==> config.mk <==
export PLATFORM = sky130hd
export DESIGN_NAME = car_traffic_controller_flat
export DESIGN_NICKNAME = d
export VERILOG_FILES = /design/src/rtl/car_traffic_controller_pkg.sv /design/src/rtl/car_traffic_controller_if.sv /design/src/rtl/car_traffic_controller_car_lane.sv /design/src/rtl/car_traffic_controller.sv /design/src/flat_wrapper.sv
export SDC_FILE = /design/constraint.sdc
export NUM_CORES = 1
export LEC_CHECK = 0
export BUFFER_PORTS_ARGS = -buffer_cell sky130_fd_sc_hd__buf_4
export CAP_MARGIN = 20
export CORE_MARGIN = 5
export CORE_UTILIZATION = 45
export CTS_BUF_LIST = sky130_fd_sc_hd__clkbuf_8
export DETAILED_ROUTE_END_ITERATION = 7
export GPL_TIMING_DRIVEN = 1
export PLACE_DENSITY = 0.77
export SYNTH_ARGS = -nofsm -noshare
export SYNTH_HDL_FRONTEND = slang
export SYNTH_SLANG_ARGS = --single-unit
==> constraint.sdc <==
create_clock -name i_Clk -period 8.5 [get_ports i_Clk]
set_input_delay 1.7 -clock i_Clk [delete_from_list [all_inputs] [get_ports i_Clk]]
set_output_delay 1.7 -clock i_Clk [all_outputs]
set_load 0.05 [all_outputs]
==> src/rtl/car_traffic_controller_pkg.sv <==
// rtl/car_traffic_controller_pkg.sv - shared screen, lane and position constants for road traffic
package car_traffic_controller_pkg;

   localparam int TILE_SIZE    = 16;
   localparam int SCREEN_WIDTH = 640;
   localparam int POS_W        = 10;
   localparam int PERIOD_W     = 20;
   localparam int NUM_LANES    = 4;

   typedef enum logic {
      DIR_RIGHT = 1'b0,
      DIR_LEFT  = 1'b1
   } dir_e;

   // Lane table: row in tiles, travel direction, pixels per step, spawn column in tiles
   localparam int   LANE_ROW         [NUM_LANES] = '{10, 12, 14, 16};
   localparam dir_e LANE_DIR         [NUM_LANES] = '{DIR_RIGHT, DIR_LEFT, DIR_RIGHT, DIR_LEFT};
   localparam int   LANE_STEP        [NUM_LANES] = '{1, 1, 2, 2};
   localparam int   LANE_SPAWN_TILES [NUM_LANES] = '{8, 24, 0, 32};

   // Step period for a level, floored at min_p; a reduction past base clamps instead of wrapping
   function automatic logic [PERIOD_W-1:0] compute_period(
      input logic [2:0] level,
      input int         base_p,
      input int         step_p,
      input int         min_p
   );
      logic [PERIOD_W-1:0] w_base;
      logic [PERIOD_W-1:0] w_red;
      logic [PERIOD_W-1:0] w_min;
      w_base = PERIOD_W'(base_p);
      w_min  = PERIOD_W'(min_p);
      w_red  = PERIOD_W'(level) * PERIOD_W'(step_p);
      if ((w_red >= w_base) || ((w_base - w_red) < w_min)) begin
         compute_period = w_min;
      end else begin
         compute_period = w_base - w_red;
      end
   endfunction

endpackage

==> src/rtl/car_traffic_controller_if.sv <==
// rtl/car_traffic_controller_if.sv - car-position bus between traffic producer and its consumers
interface car_traffic_controller_if;
   import car_traffic_controller_pkg::*;

   logic             i_Run;
   logic             i_Restart;
   logic [2:0]       i_Level;
   logic [POS_W-1:0] o_Car0_X;
   logic [POS_W-1:0] o_Car1_X;
   logic [POS_W-1:0] o_Car2_X;
   logic [POS_W-1:0] o_Car3_X;
   logic [POS_W-1:0] o_Car0_Y;
   logic [POS_W-1:0] o_Car1_Y;
   logic [POS_W-1:0] o_Car2_Y;
   logic [POS_W-1:0] o_Car3_Y;
   logic             o_Tick;

   modport master (
      input  i_Run, i_Restart, i_Level,
      output o_Car0_X, o_Car1_X, o_Car2_X, o_Car3_X,
      output o_Car0_Y, o_Car1_Y, o_Car2_Y, o_Car3_Y,
      output o_Tick
   );

   modport slave (
      output i_Run, i_Restart, i_Level,
      input  o_Car0_X, o_Car1_X, o_Car2_X, o_Car3_X,
      input  o_Car0_Y, o_Car1_Y, o_Car2_Y, o_Car3_Y,
      input  o_Tick
   );

endinterface

==> src/rtl/car_traffic_controller_car_lane.sv <==
// rtl/car_traffic_controller_car_lane.sv - one lane's X register with horizontal wrap
module car_lane
   import car_traffic_controller_pkg::*;
#(
   parameter dir_e DIRECTION    = DIR_RIGHT,
   parameter int   STEP         = 1,
   parameter int   SPAWN_X      = 0,
   parameter int   SCREEN_WIDTH = car_traffic_controller_pkg::SCREEN_WIDTH
) (
   input  logic             i_Clk,
   input  logic             i_Reset,
   input  logic             i_Restart,
   input  logic             i_Advance,
   output logic [POS_W-1:0] o_X
);

   localparam logic [10:0]      STEP_W  = 11'(STEP);
   localparam logic [10:0]      WIDTH_W = 11'(SCREEN_WIDTH);
   localparam logic [POS_W-1:0] SPAWN_W = POS_W'(SPAWN_X);

   logic [POS_W-1:0] r_x;
   logic [10:0]      w_x_ext;
   logic [10:0]      w_sum;
   logic [POS_W-1:0] w_next;

   // 11-bit intermediates keep X+STEP and X+WIDTH-STEP from overflowing
   always_comb begin
      w_x_ext = {1'b0, r_x};
      w_sum   = w_x_ext + STEP_W;
      w_next  = r_x;
      if (DIRECTION == DIR_RIGHT) begin
         if (w_sum >= WIDTH_W) begin
            w_next = POS_W'(w_sum - WIDTH_W);
         end else begin
            w_next = POS_W'(w_sum);
         end
      end else begin
         if (w_x_ext < STEP_W) begin
            w_next = POS_W'(w_x_ext + WIDTH_W - STEP_W);
         end else begin
            w_next = POS_W'(w_x_ext - STEP_W);
         end
      end
   end

   always_ff @(posedge i_Clk) begin
      if (i_Reset || i_Restart) begin
         r_x <= SPAWN_W;
      end else if (i_Advance) begin
         r_x <= w_next;
      end
   end

   assign o_X = r_x;

endmodule

==> src/rtl/car_traffic_controller.sv <==
// rtl/car_traffic_controller.sv - level-paced step tick driving four wrapping road lanes
module car_traffic_controller
   import car_traffic_controller_pkg::*;
#(
   parameter int TILE_SIZE    = car_traffic_controller_pkg::TILE_SIZE,
   parameter int SCREEN_WIDTH = car_traffic_controller_pkg::SCREEN_WIDTH,
   parameter int BASE_PERIOD  = 250000,
   parameter int PERIOD_STEP  = 25000,
   parameter int MIN_PERIOD   = 50000
) (
   input logic                       i_Clk,
   input logic                       i_Reset,
   car_traffic_controller_if.master  bus
);

   logic [PERIOD_W-1:0] w_period;
   logic [PERIOD_W-1:0] r_period;
   logic [PERIOD_W-1:0] r_count;
   logic                r_tick;
   logic                w_advance;
   logic [POS_W-1:0]    w_car_x [NUM_LANES];

   assign w_period  = compute_period(bus.i_Level, BASE_PERIOD, PERIOD_STEP, MIN_PERIOD);
   assign w_advance = bus.i_Run && (r_count == (r_period - PERIOD_W'(1)));

   // Period is relatched only at reset/restart/tick so a running period is never cut short
   always_ff @(posedge i_Clk) begin
      if (i_Reset || bus.i_Restart) begin
         r_count  <= '0;
         r_period <= w_period;
         r_tick   <= 1'b0;
      end else if (w_advance) begin
         r_count  <= '0;
         r_period <= w_period;
         r_tick   <= 1'b1;
      end else begin
         if (bus.i_Run) begin
            r_count <= r_count + PERIOD_W'(1);
         end
         r_tick <= 1'b0;
      end
   end

   genvar g;
   generate
      for (g = 0; g < NUM_LANES; g++) begin : g_lane
         car_lane #(
            .DIRECTION    (LANE_DIR[g]),
            .STEP         (LANE_STEP[g]),
            .SPAWN_X      (LANE_SPAWN_TILES[g] * TILE_SIZE),
            .SCREEN_WIDTH (SCREEN_WIDTH)
         ) u_lane (
            .i_Clk     (i_Clk),
            .i_Reset   (i_Reset),
            .i_Restart (bus.i_Restart),
            .i_Advance (w_advance),
            .o_X       (w_car_x[g])
         );
      end
   endgenerate

   assign bus.o_Car0_X = w_car_x[0];
   assign bus.o_Car1_X = w_car_x[1];
   assign bus.o_Car2_X = w_car_x[2];
   assign bus.o_Car3_X = w_car_x[3];

   assign bus.o_Car0_Y = POS_W'(LANE_ROW[0] * TILE_SIZE);
   assign bus.o_Car1_Y = POS_W'(LANE_ROW[1] * TILE_SIZE);
   assign bus.o_Car2_Y = POS_W'(LANE_ROW[2] * TILE_SIZE);
   assign bus.o_Car3_Y = POS_W'(LANE_ROW[3] * TILE_SIZE);

   assign bus.o_Tick = r_tick;

endmodule

==> src/flat_wrapper.sv <==
// flat-port wrapper written by rule: the top's interface ports become plain ports
module car_traffic_controller_flat import car_traffic_controller_pkg::*;
#(
   parameter int TILE_SIZE    = car_traffic_controller_pkg::TILE_SIZE,
   parameter int SCREEN_WIDTH = car_traffic_controller_pkg::SCREEN_WIDTH,
   parameter int BASE_PERIOD  = 250000,
   parameter int PERIOD_STEP  = 25000,
   parameter int MIN_PERIOD   = 50000
)
  (i_Clk, i_Reset, bus_i_Run, bus_i_Restart, bus_i_Level, bus_o_Car0_X, bus_o_Car1_X, bus_o_Car2_X, bus_o_Car3_X, bus_o_Car0_Y, bus_o_Car1_Y, bus_o_Car2_Y, bus_o_Car3_Y, bus_o_Tick);
  car_traffic_controller_if bus_i ();
  input logic i_Clk;
  input logic i_Reset;
  input wire logic [$bits(bus_i.i_Run)-1:0] bus_i_Run;
  input wire logic [$bits(bus_i.i_Restart)-1:0] bus_i_Restart;
  input wire logic [$bits(bus_i.i_Level)-1:0] bus_i_Level;
  output wire logic [$bits(bus_i.o_Car0_X)-1:0] bus_o_Car0_X;
  output wire logic [$bits(bus_i.o_Car1_X)-1:0] bus_o_Car1_X;
  output wire logic [$bits(bus_i.o_Car2_X)-1:0] bus_o_Car2_X;
  output wire logic [$bits(bus_i.o_Car3_X)-1:0] bus_o_Car3_X;
  output wire logic [$bits(bus_i.o_Car0_Y)-1:0] bus_o_Car0_Y;
  output wire logic [$bits(bus_i.o_Car1_Y)-1:0] bus_o_Car1_Y;
  output wire logic [$bits(bus_i.o_Car2_Y)-1:0] bus_o_Car2_Y;
  output wire logic [$bits(bus_i.o_Car3_Y)-1:0] bus_o_Car3_Y;
  output wire logic [$bits(bus_i.o_Tick)-1:0] bus_o_Tick;
  assign bus_i.i_Run = bus_i_Run;
  assign bus_i.i_Restart = bus_i_Restart;
  assign bus_i.i_Level = bus_i_Level;
  assign bus_o_Car0_X = bus_i.o_Car0_X;
  assign bus_o_Car1_X = bus_i.o_Car1_X;
  assign bus_o_Car2_X = bus_i.o_Car2_X;
  assign bus_o_Car3_X = bus_i.o_Car3_X;
  assign bus_o_Car0_Y = bus_i.o_Car0_Y;
  assign bus_o_Car1_Y = bus_i.o_Car1_Y;
  assign bus_o_Car2_Y = bus_i.o_Car2_Y;
  assign bus_o_Car3_Y = bus_i.o_Car3_Y;
  assign bus_o_Tick = bus_i.o_Tick;
  car_traffic_controller #(.TILE_SIZE(TILE_SIZE), .SCREEN_WIDTH(SCREEN_WIDTH), .BASE_PERIOD(BASE_PERIOD), .PERIOD_STEP(PERIOD_STEP), .MIN_PERIOD(MIN_PERIOD)) u_core (.i_Clk(i_Clk), .i_Reset(i_Reset), .bus(bus_i));
endmodule
==> reports/qor.txt <==
RSZ-0062 raised after global routing -> no
EDFF count, synth -> 15
Max Slew Vio Count -> 0
# hold bufs at CTS -> 0
Max cap viols -> 0
Static leakage power -> 2.183 nW
Worst-Margin Slew -> 1.025 ns
Final #Nets -> 700
Final worst-path cycle share -> 52.95%
Syn avg cell area -> 8.106 um2
Footprint of the multi-input gates -> 3158 um2
Grt total ovfl -> 0
Reg power frac -> 50.1%
Drc violations -> 0
WL/cell -> 13.18 um
Hold path depth -> 2
Number of buffers created by CTS -> 9
Reg-to-Reg Start -> u_core.r_period[13]
Status -> completed
Rel. slew slack -> 31.43%
Fin. Hold Viols -> 0
Mapped cell area -> 5196 um2
Worst R2R Setup Slack -> 4.81 ns
Net Sw Frac -> 33.42%
First-pass GRT wire length -> 18720 um
WS Path Type -> input port to flip-flop
Type of origin of the critical path -> input port
TritonCTS clock tree -> yes
Synth Flop Type -> dfxtp_1
CP Capture Type -> flip-flop
Yosys warnings -> 0
Routed Antenna Nets -> 0
R2r endpoint -> u_core.g_lane[2].u_lane.o_X[8]
Pin count of the biggest net entering global routing -> 57
H-tree Lvls -> 3
Arr. time, crit path -> 4.60 ns
Vias in the first global route -> 4158
Synth Register Bits -> 74
Routability cong. -> 0.8862
Die ar. -> 13800 um2
Number of I/O pins -> 88
Hold WC Path Type -> flip-flop to flip-flop
Post-synthesis sequential area ratio -> 31.40%
Setup TNS -> 0 ns
Gr usage total -> 15.51%
Initial Util -> 45.70%
Combinational power share -> 21.8%
Wirelength, routed -> 10800 um
Switch Pwr -> 0.0002707 W
R2R cell count -> 10
Starting DRT DRC Count -> 337
Cell count after synthesis -> 641
Reg area -> 1632 um2
Synth Area in Simple Gates -> 25.79%
Cell Rows -> 39
Async S/R FF share, synth -> 0%
Area delta synth->final -> 7.537%
Worst setup path start -> bus_i_Level[0]
Max frequency -> 222.2 MHz
Fraction of the mapped netlist area in adder cells -> 5.297%
CTS Root Cell -> clkbuf_8
Setup Viol. Count Final -> 0
Postcts setup bufs -> 0
Final WS setup -> 3.999 ns
Chip height -> 117.5 um
WP data required -> 8.60 ns
Max VDD drop -> 0.00007178 V
Antenna violations before repair -> 0
Clock Latency Late Sink -> 0.35 ns
Count of cell types in the netlist -> 64
Compound-gate portion of the synthesized area -> 15.10%
Core area -> 11370 um2
DRT Pass-1 Iters -> 4
Via count -> 4436
Most frequent cells in the layout -> nor2_1, dfxtp_1, nand2_1, buf_4, conb_1
Hold path endpoint -> u_core.g_lane[1].u_lane.o_X[1]
Clk slew on worst S/H paths -> 0.07 ns
Clk buf depth -> 2
CP Max Fanout -> 11
ANT cells -> 0
Pwr dens -> 144.9 nW/um2
Num Clock Sinks -> 74
Die width -> 117.5 um
Clock share of power -> 28.1%
Hpwl dp -> 8020 um
Post-Synth XOR/XNOR Area -> 9.776%
Fin crit period -> 4.501 ns
Fillers -> 1100
Mux cell area share after synthesis -> 1.782%
IO buf count -> 45
PostCTS Resize Cnt -> 0
Share of cells above drive strength 1 -> 11.24%
Min-Delay Startpoint -> u_core.g_lane[1].u_lane.o_X[1]
Setup WS pre-CTS -> 3.697 ns
Main combinational cell family by area after synthesis -> simple AND/OR/NAND/NOR gates
Vias/cell -> 5.416
Clock Skew -> 0.01022 ns
Internal power -> 0.0005391 W
Most common cell after layout, fill and taps aside -> nor2_1
-- sequential cells by signal (all words and copies together), names as in the netlist --
register	cells
u_core.g_lane.u_lane.o_X	38
u_core.r_count	20
u_core.r_period	15
u_core.bus.o_Tick	1
-- cell usage after synthesis, drive strengths merged (7+ instances only) --
cell | instances | area [um2]
a21oi | 37 | 185.2
and3 | 8 | 50.05
buf | 56 | 406.6
clkbuf | 12 | 45.04
dfxtp | 59 | 1181
edfxtp | 15 | 450.4
ha | 22 | 275.3
inv | 28 | 105.1
mux2i | 7 | 70.07
nand2 | 58 | 217.7
nand3 | 21 | 105.1
nor2 | 63 | 236.5
nor3 | 24 | 120.1
nor4 | 11 | 96.34
o21ai | 31 | 155.2
or3 | 27 | 168.9
xnor2 | 32 | 280.3
xor2 | 26 | 227.7
-- layer usage --
metal | vias to the layer above | part of all wire [%] | GRT usage [%]
met5 | - | 0 | 0
met4 | 0 | 1.9 | 6.595
met3 | 15 | 5.1 | 3.412
met2 | 120 | 49 | 26.49
met1 | 2044 | 44 | 18.74
li1 | 2257 | - | -
-- stage by stage --
step / instance area [um2] / utilization, % / power (W) / hold slack (ns) / instances
after CTS: 5588 / 49.15 / 0.0008168 / 0.4978 / 819
after global routing: 5588 / 49.15 / 0.0008556 / 0.5307 / 819
after global placement: 5426 / 47.73 / 0.0005801 / 0.4821 / 803
after floorplan: 5346 / - / 0.0005742 / 0.4875 / 681
after detailed placement: 5426 / 47.73 / 0.0005878 / 0.4877 / 803
final: 5588 / 49.15 / 0.0008098 / 0.4928 / 819
-- layout make-up --
type	count	share of cell area, %
Clock buffer	9	2.217
Tap cell	143	3.202
Inverter	28	1.881
Sequential cell	74	29.20
Clock inverter	7	0.6717
Timing Repair Buffer	47	6.314
Multi-Input combinational cell	511	56.52
-- cells by family after synthesis --
family,Yosys count
compound gates,122
buf+inv,96
simple gates,258
mux,9
other cells,2
xor+xnor,58
fa+ha+maj,22
flops,74
-- critical path: stages --
cell and delay [ns]:
buf_4 0.16, inv_1 0.12, ha_1 0.44, inv_1 0.10, ha_1 0.36, a21o_1 0.18, a21oi_1 0.26, xnor2_1 0.20
a211o_1 0.30, a221o_1 0.31, nor4b_1 0.17, nor2_1 0.22, nand2_1 0.09
-- power by group through the flow --
stage / Combinational [W] / Clock [W] / Sequential [W]
finish: 0.000176 / 0.000228 / 0.000406
global route: 0.000195 / 0.000251 / 0.000410
CTS: 0.000174 / 0.000237 / 0.000406
detailed placement: 0.000174 / 0 / 0.000414
global placement: 0.000168 / 0 / 0.000412
floorplan: 0.000174 / 0 / 0.000401
-- how the worst max path moves through the flow --
stage / endpoint / slack [ns] / depth (start not counted)
2_1_floorplan: u_core.r_period[9] / 3.90 / 13
3_3_place_gp: u_core.r_period[4] / 3.81 / 13
3_5_place_dp: u_core.r_period[8] / 3.70 / 13
4_1_cts: u_core.r_period[8] / 4.09 / 13
5_1_grt: u_core.r_period[9] / 3.82 / 13
6_report: u_core.r_period[4] / 4.00 / 13
(Power assumes the default switching activity.)
